==> src/rtl/gpio_in_conditioner.sv <==
// gpio_in_conditioner: pad input synchroniser, per-bit debounce, edge
// detect and sticky interrupt status for the register block GPIO inputs.
//
// Ports:
//   WBs_CLK_i       single clock for the whole block
//   WBs_RST_i       synchronous active-high reset
//   GPIO_PAD_i      raw asynchronous pad inputs
//   Debounce_Len_i  stable cycles required to accept a change (0 acts as 1)
//   Int_Rise_En_i   per-bit rising-edge interrupt enable
//   Int_Fall_En_i   per-bit falling-edge interrupt enable
//   Int_Clr_i       per-bit write-1-to-clear strobe for status
//   Event_Cnt_Clr_i clear strobe for the event counter
//   GPIO_IN_o       debounced, synchronised GPIO value
//   Int_Status_o    sticky per-bit edge status
//   Int_o           registered OR of Int_Status_o
//   Event_Cnt_o     qualifying-edge event count
//
// Optional feature: define GPIO_IN_EVENT_CNT_EN to build the saturating
// 16-bit event counter; otherwise Event_Cnt_o is tied to zero.

module gpio_in_conditioner #(
    parameter int GPIO_WIDTH   = 46,
    parameter int SYNC_STAGES  = 2,
    parameter int DB_CNT_WIDTH = 8
) (
    input  logic                    WBs_CLK_i,
    input  logic                    WBs_RST_i,
    input  logic [GPIO_WIDTH-1:0]   GPIO_PAD_i,
    input  logic [DB_CNT_WIDTH-1:0] Debounce_Len_i,
    input  logic [GPIO_WIDTH-1:0]   Int_Rise_En_i,
    input  logic [GPIO_WIDTH-1:0]   Int_Fall_En_i,
    input  logic [GPIO_WIDTH-1:0]   Int_Clr_i,
    input  logic                    Event_Cnt_Clr_i,
    output logic [GPIO_WIDTH-1:0]   GPIO_IN_o,
    output logic [GPIO_WIDTH-1:0]   Int_Status_o,
    output logic                    Int_o,
    output logic [15:0]             Event_Cnt_o
);

    logic [GPIO_WIDTH-1:0]   sync_q [SYNC_STAGES];
    logic [GPIO_WIDTH-1:0]   s;
    logic [DB_CNT_WIDTH-1:0] cnt_q [GPIO_WIDTH];
    logic [DB_CNT_WIDTH-1:0] len_m1;
    logic [GPIO_WIDTH-1:0]   upd;
    logic [GPIO_WIDTH-1:0]   rise;
    logic [GPIO_WIDTH-1:0]   fall;
    logic [GPIO_WIDTH-1:0]   set;

    assign s = sync_q[SYNC_STAGES-1];

    // A length of 0 behaves as 1, so the terminal count is never below 0.
    assign len_m1 = (Debounce_Len_i == '0) ? '0 : Debounce_Len_i - 1'b1;

    always_comb begin
        upd = '0;
        for (int i = 0; i < GPIO_WIDTH; i++) begin
            upd[i] = (s[i] != GPIO_IN_o[i]) && (cnt_q[i] == len_m1);
        end
    end

    // Edges are taken from the update itself so they coincide with the
    // cycle GPIO_IN_o changes.
    assign rise = upd & s;
    assign fall = upd & ~s;
    assign set  = (rise & Int_Rise_En_i) | (fall & Int_Fall_En_i);

    always_ff @(posedge WBs_CLK_i) begin
        if (WBs_RST_i) begin
            for (int k = 0; k < SYNC_STAGES; k++) begin
                sync_q[k] <= '0;
            end
        end else begin
            sync_q[0] <= GPIO_PAD_i;
            for (int k = 1; k < SYNC_STAGES; k++) begin
                sync_q[k] <= sync_q[k-1];
            end
        end
    end

    always_ff @(posedge WBs_CLK_i) begin
        if (WBs_RST_i) begin
            for (int i = 0; i < GPIO_WIDTH; i++) begin
                cnt_q[i] <= '0;
            end
            GPIO_IN_o <= '0;
        end else begin
            for (int i = 0; i < GPIO_WIDTH; i++) begin
                if (s[i] == GPIO_IN_o[i] || upd[i]) begin
                    cnt_q[i] <= '0;
                end else begin
                    cnt_q[i] <= cnt_q[i] + 1'b1;
                end
            end
            GPIO_IN_o <= (GPIO_IN_o & ~upd) | (s & upd);
        end
    end

    // Set has priority over a simultaneous clear.
    always_ff @(posedge WBs_CLK_i) begin
        if (WBs_RST_i) begin
            Int_Status_o <= '0;
            Int_o        <= 1'b0;
        end else begin
            Int_Status_o <= (Int_Status_o & ~Int_Clr_i) | set;
            Int_o        <= |Int_Status_o;
        end
    end

`ifdef GPIO_IN_EVENT_CNT_EN
    // One count per cycle with any qualifying edge; clear beats increment.
    always_ff @(posedge WBs_CLK_i) begin
        if (WBs_RST_i || Event_Cnt_Clr_i) begin
            Event_Cnt_o <= '0;
        end else if ((|set) && (Event_Cnt_o != 16'hFFFF)) begin
            Event_Cnt_o <= Event_Cnt_o + 16'd1;
        end
    end
`else
    logic unused_event_clr;
    assign unused_event_clr = Event_Cnt_Clr_i;
    assign Event_Cnt_o      = 16'h0;
`endif

endmodule

==> config.mk <==
export PLATFORM = sky130hd
export DESIGN_NAME = gpio_in_conditioner
export DESIGN_NICKNAME = d
export VERILOG_FILES = /design/src/rtl/gpio_in_conditioner.sv
export SDC_FILE = /design/constraint.sdc
export NUM_CORES = 1
export LEC_CHECK = 0
export CAP_MARGIN = 15
export CELL_PAD_IN_SITES_DETAIL_PLACEMENT = 0
export CELL_PAD_IN_SITES_GLOBAL_PLACEMENT = 1
export CORE_MARGIN = 4
export CORE_UTILIZATION = 46
export CTS_CLUSTER_DIAMETER = 60
export DETAILED_ROUTE_END_ITERATION = 6
export GPL_ROUTABILITY_DRIVEN = 0
export HOLD_SLACK_MARGIN = 0.06
export PLACE_DENSITY_LB_ADDON = 0.15
export SETUP_SLACK_MARGIN = 0.15
export SLEW_MARGIN = 20
export SYNTH_ARGS = -nofsm -noshare
export SYNTH_HDL_FRONTEND = slang
export SYNTH_SLANG_ARGS = --single-unit
==> constraint.sdc <==
create_clock -name WBs_CLK_i -period 4.53 [get_ports WBs_CLK_i]
set_clock_uncertainty 0.1 [all_clocks]
set_input_delay 0.6795 -clock WBs_CLK_i [delete_from_list [all_inputs] [get_ports WBs_CLK_i]]
set_output_delay 0.6795 -clock WBs_CLK_i [all_outputs]
set_load 0.05 [all_outputs]
Word level (Yosys, flattened, before mapping)
Memories as Yosys holds them, arrays and structs flattened.
Cells that the tools add are included.
Word-level totals
  register bits after elaboration: 93
  bits in writable memories: 460
  bits of input ports: 195
  output and inout port bits: 109
  word-level logic and storage cells: 764
  memories: 2
Memories
  cnt_q: depth 46, width 8, read ports 46, clocked after Yosys merged registers in 0, wr ports 46, RTL line 42  | logic [DB_CNT_WIDTH-1:0] cnt_q [GPIO_WIDTH];
  sync_q: depth 2, width 46, read ports 2, clocked after Yosys merged registers in 0, wr ports 2, RTL line 40  | logic [GPIO_WIDTH-1:0] sync_q [SYNC_STAGES];
Operators by class
  add/subtract/negate cells: 47
  equal/unequal tests: 138
  muxes and demuxes: 374
  bitwise logic cells: 106
  reductions and logical operators: 94
Operators by type and width (number)
  8-bit two-way mux: 93
  8-bit by 1-bit adder with 8-bit output (second input constant): 46
  8-bit equality test: 46
  1-bit two-way mux: 279
  46-bit bitwise AND: 6
  46-bit inverter: 3
  46-bit bitwise OR: 3
  1-bit bitwise OR: 94
  46-bit two-way mux: 2
  1-bit equality test: 46
  1-bit logical AND: 46
  1-bit logical OR: 46
  1-bit != test: 46
  46-bit OR reduction: 1
  8-bit logical NOT: 1
  8-bit by 1-bit subtractor with 8-bit output (second input constant): 1

Logic depth before layout (Yosys ltp)
  depth after elaboration: 10
  gate-level depth with buffers: 17
  depth with buffers taken out: 9

Worst setup path before layout
OpenSTA, ideal clock, no wires.
  path type: in2reg
  start: input Debounce_Len_i[0]
  end: memory cnt_q[34][2] (netlist: cnt_q[2][18]), data pin
  library setup time: 138 ps
  data arrival time: 3855 ps
  required time: 4292 ps
  setup slack: 437 ps
  cell stages on the path: 16
  path buffers: 7
  cells stage by stage: buf_2 > buf_1 > inv_1 > clkbuf_1 > ha_1 > buf_2 > nor3b_1 > buf_2 > a22oi_1 > clkbuf_1 > o32ai_1 > nand4_1 > and4b_1 > or3_1 > buf_2 > nor2_1
RTL lines
  start, declared: RTL line 29  | input logic [DB_CNT_WIDTH-1:0] Debounce_Len_i,
  end, declared: RTL line 42

==> metrics.yaml <==
status: "finished, final reports clean"
synthFlopType: "edfxtp_1"
ys_types: 83
synth_area_um2: 33600
cts_made_buffers: 68
tightestPinTransition_ns: 0.875
fin_setup_tns_ns: 0
path_clk_slew_ns: 0.06
ys_ff_latch: 553
fmax_mhz: 255
track_usage: 0.254
io_buffers: 286
start_util: 0.467
cp.arrival_ns: 4.15
synthToLayoutAreaGrowth_pct: 24.0
root_buffer: "clkbuf_16"
ys.warnings.count: 0
drt-pass1-iter-count: 6
final_antenna_net_count: 0
fin_util: 0.580
num_vias: 27776
fin_crit_sh: 0.864
hold_class: "reg -> reg"
grt_max_degree: 90
fin_crit_ns: 3.91
cp-end-kind: "flip-flop"
grt_pass1_wl_um: 155000
pre_cts_slack_ns: 0.101
worst_ep_required_time_ns: 4.77
die-area_um2: 77400
fp.dieW_um: 278
grt_pass1_vias: 26375
fin_ws_ns: 0.616
synthArstFlopShare: 0
fin_cells: 5185
clockBufferDepth: 3
drive_above_1_share: 0.0832
clock_sink_count: 553
p_leak_nw: 15.7
cts_resized: 0
rows: 98
drv_slew: 0
synth_cells: 3524
finalSetupViolCount: 0
fin_area_um2: 41600
power_mw: 12.7
synth.avg_cell_area_um2: 9.53
hold_buffers: 0
synth_edf_count: 368
synth-seq-area-share: 0.440
wl_per_cell_um: 19.5
path_class: "in -> reg"
finalHoldViolCount: 0
dp_cells: 5062
clock_latency_ns: 0.60
postCtsSetupRepairBufs: 0
io_pins: 304
rsz0062_at_grt: "false"
layout_common_cells: "nor2_1, conb_1, edfxtp_1"
overflow: 0
core_area_um2: 71900
holdWs_ns: 0.328
hpwl_um: 72900
finalWirelength_um: 101000
peakVddDrop_mv: 0.218
fin_nets: 4424
dpl_cell_area_um2: 39400
final_common_cell: "nor2_1"
first_iter_violations: 2146
cts_tree: "built"
dieHeight_um: 278
antenna_found_initial: 3
post-route-drc-count: 0
worst-path-max-fanout: 18
start_kind: "input pin"
maxCapViolations: 0
h-tree-depth: 3
vias_per_cell: 5.36
cellPowerDensity_nw_per_um2: 306
maxSlewHeadroom: 0.417
-- final cells by class --
cell class / instances / area [µm²]
multi-input combinational: 3048 / 19000
clock buffer: 101 / 2070
timing repair buffer: 438 / 4200
tap: 950 / 1190
inverter: 73 / 274
clock inverter: 20 / 134
antenna: 2 / 5.00
sequential: 553 / 14800
fill: 6522 / 30200
-- synth_stat cells (13+ instances only) --
library cell,count,share of area
nand3_1,232,0.035
buf_2,75,0.011
or2_2,27,0.0050
buf_1,18,0.0020
o22ai_1,19,0.0035
clkbuf_1,118,0.013
nor2b_1,167,0.031
a21oi_1,113,0.017
nand2b_1,20,0.0037
xor2_1,232,0.061
nor2_2,26,0.0048
o21ai_0,102,0.015
or3_1,67,0.012
o32ai_1,44,0.011
a32oi_1,43,0.011
a21o_1,21,0.0047
and3_1,116,0.022
xnor3_1,26,0.017
ha_1,47,0.018
nand2_1,126,0.014
inv_1,72,0.0081
nor4_1,39,0.0073
xnor2_1,276,0.072
nor2_1,512,0.057
nand3b_1,44,0.0098
nand4_1,20,0.0037
dfxtp_1,185,0.11
nor3_1,42,0.0063
a31oi_1,30,0.0056
o211ai_1,24,0.0054
nand4b_1,13,0.0034
edfxtp_1,368,0.33
mux2i_1,60,0.018
buf_4,18,0.0040
-- where the power goes --
part | internal, mW | leakage (nW) | switching [mW]
clock | 3.17 | 1.09 | 2.21
sequential | 5.57 | 5.31 | 0.245
combinational | 0.704 | 9.26 | 0.850
total | 9.44 | 15.7 | 3.30
-- path summary, 6_finish.rpt --
kind                                                 start                         end  slack (ns)  cells after the start
worst min register to register    sync_q[0][23]$_SDFF_PP0_    sync_q[0][69]$_SDFF_PP0_        0.33                      1
worst max register to register  cnt_q[1][97]$_SDFFCE_PN0P_  cnt_q[1][96]$_SDFFCE_PN0P_        1.85                      9
worst min-delay path              sync_q[0][23]$_SDFF_PP0_    sync_q[0][69]$_SDFF_PP0_        0.33                      1
worst max-delay path                     Debounce_Len_i[5]   cnt_q[1][7]$_SDFFCE_PN0P_        0.62                     12
-- critical path, stage by stage --
cell and delay, ns:
clkdlybuf4s50_1 0.52, buf_4 0.17, buf_4 0.31, or2_2 0.29
nor3_1 0.07, buf_4 0.18, o31ai_2 0.67, buf_4 0.32
a32oi_1 0.08, nor4_1 0.37, or3_1 0.39, nor2_1 0.10
-- kinds of logic (layout without fill, tap and decap cells) --
group	count (synthesis)	in the layout	share of synthesized area
buf+inv	305	632	0.0394
flops	553	553	0.440
other cells	2	386	0.000224
simple gates	1508	1508	0.231
mux	62	62	0.0186
fa+ha+maj	47	47	0.0175
xor+xnor	534	534	0.150
compound gates	513	513	0.104
-- metal layers --
layer	vias up	GRT usage	wire [µm]
met5	-	0	13
met4	2	0.0782	3090
met3	177	0.0596	8970
met2	969	0.403	45200
met1	13138	0.348	44000
li1	13490	-	-
-- flip-flops by register name (all words and copies together), names as in the netlist, named ones only --
signal        cells
cnt_q           368
sync_q           92
Int_Status_o     46
Int_o             1
No activity file was read; power rests on OpenSTA's default activity.
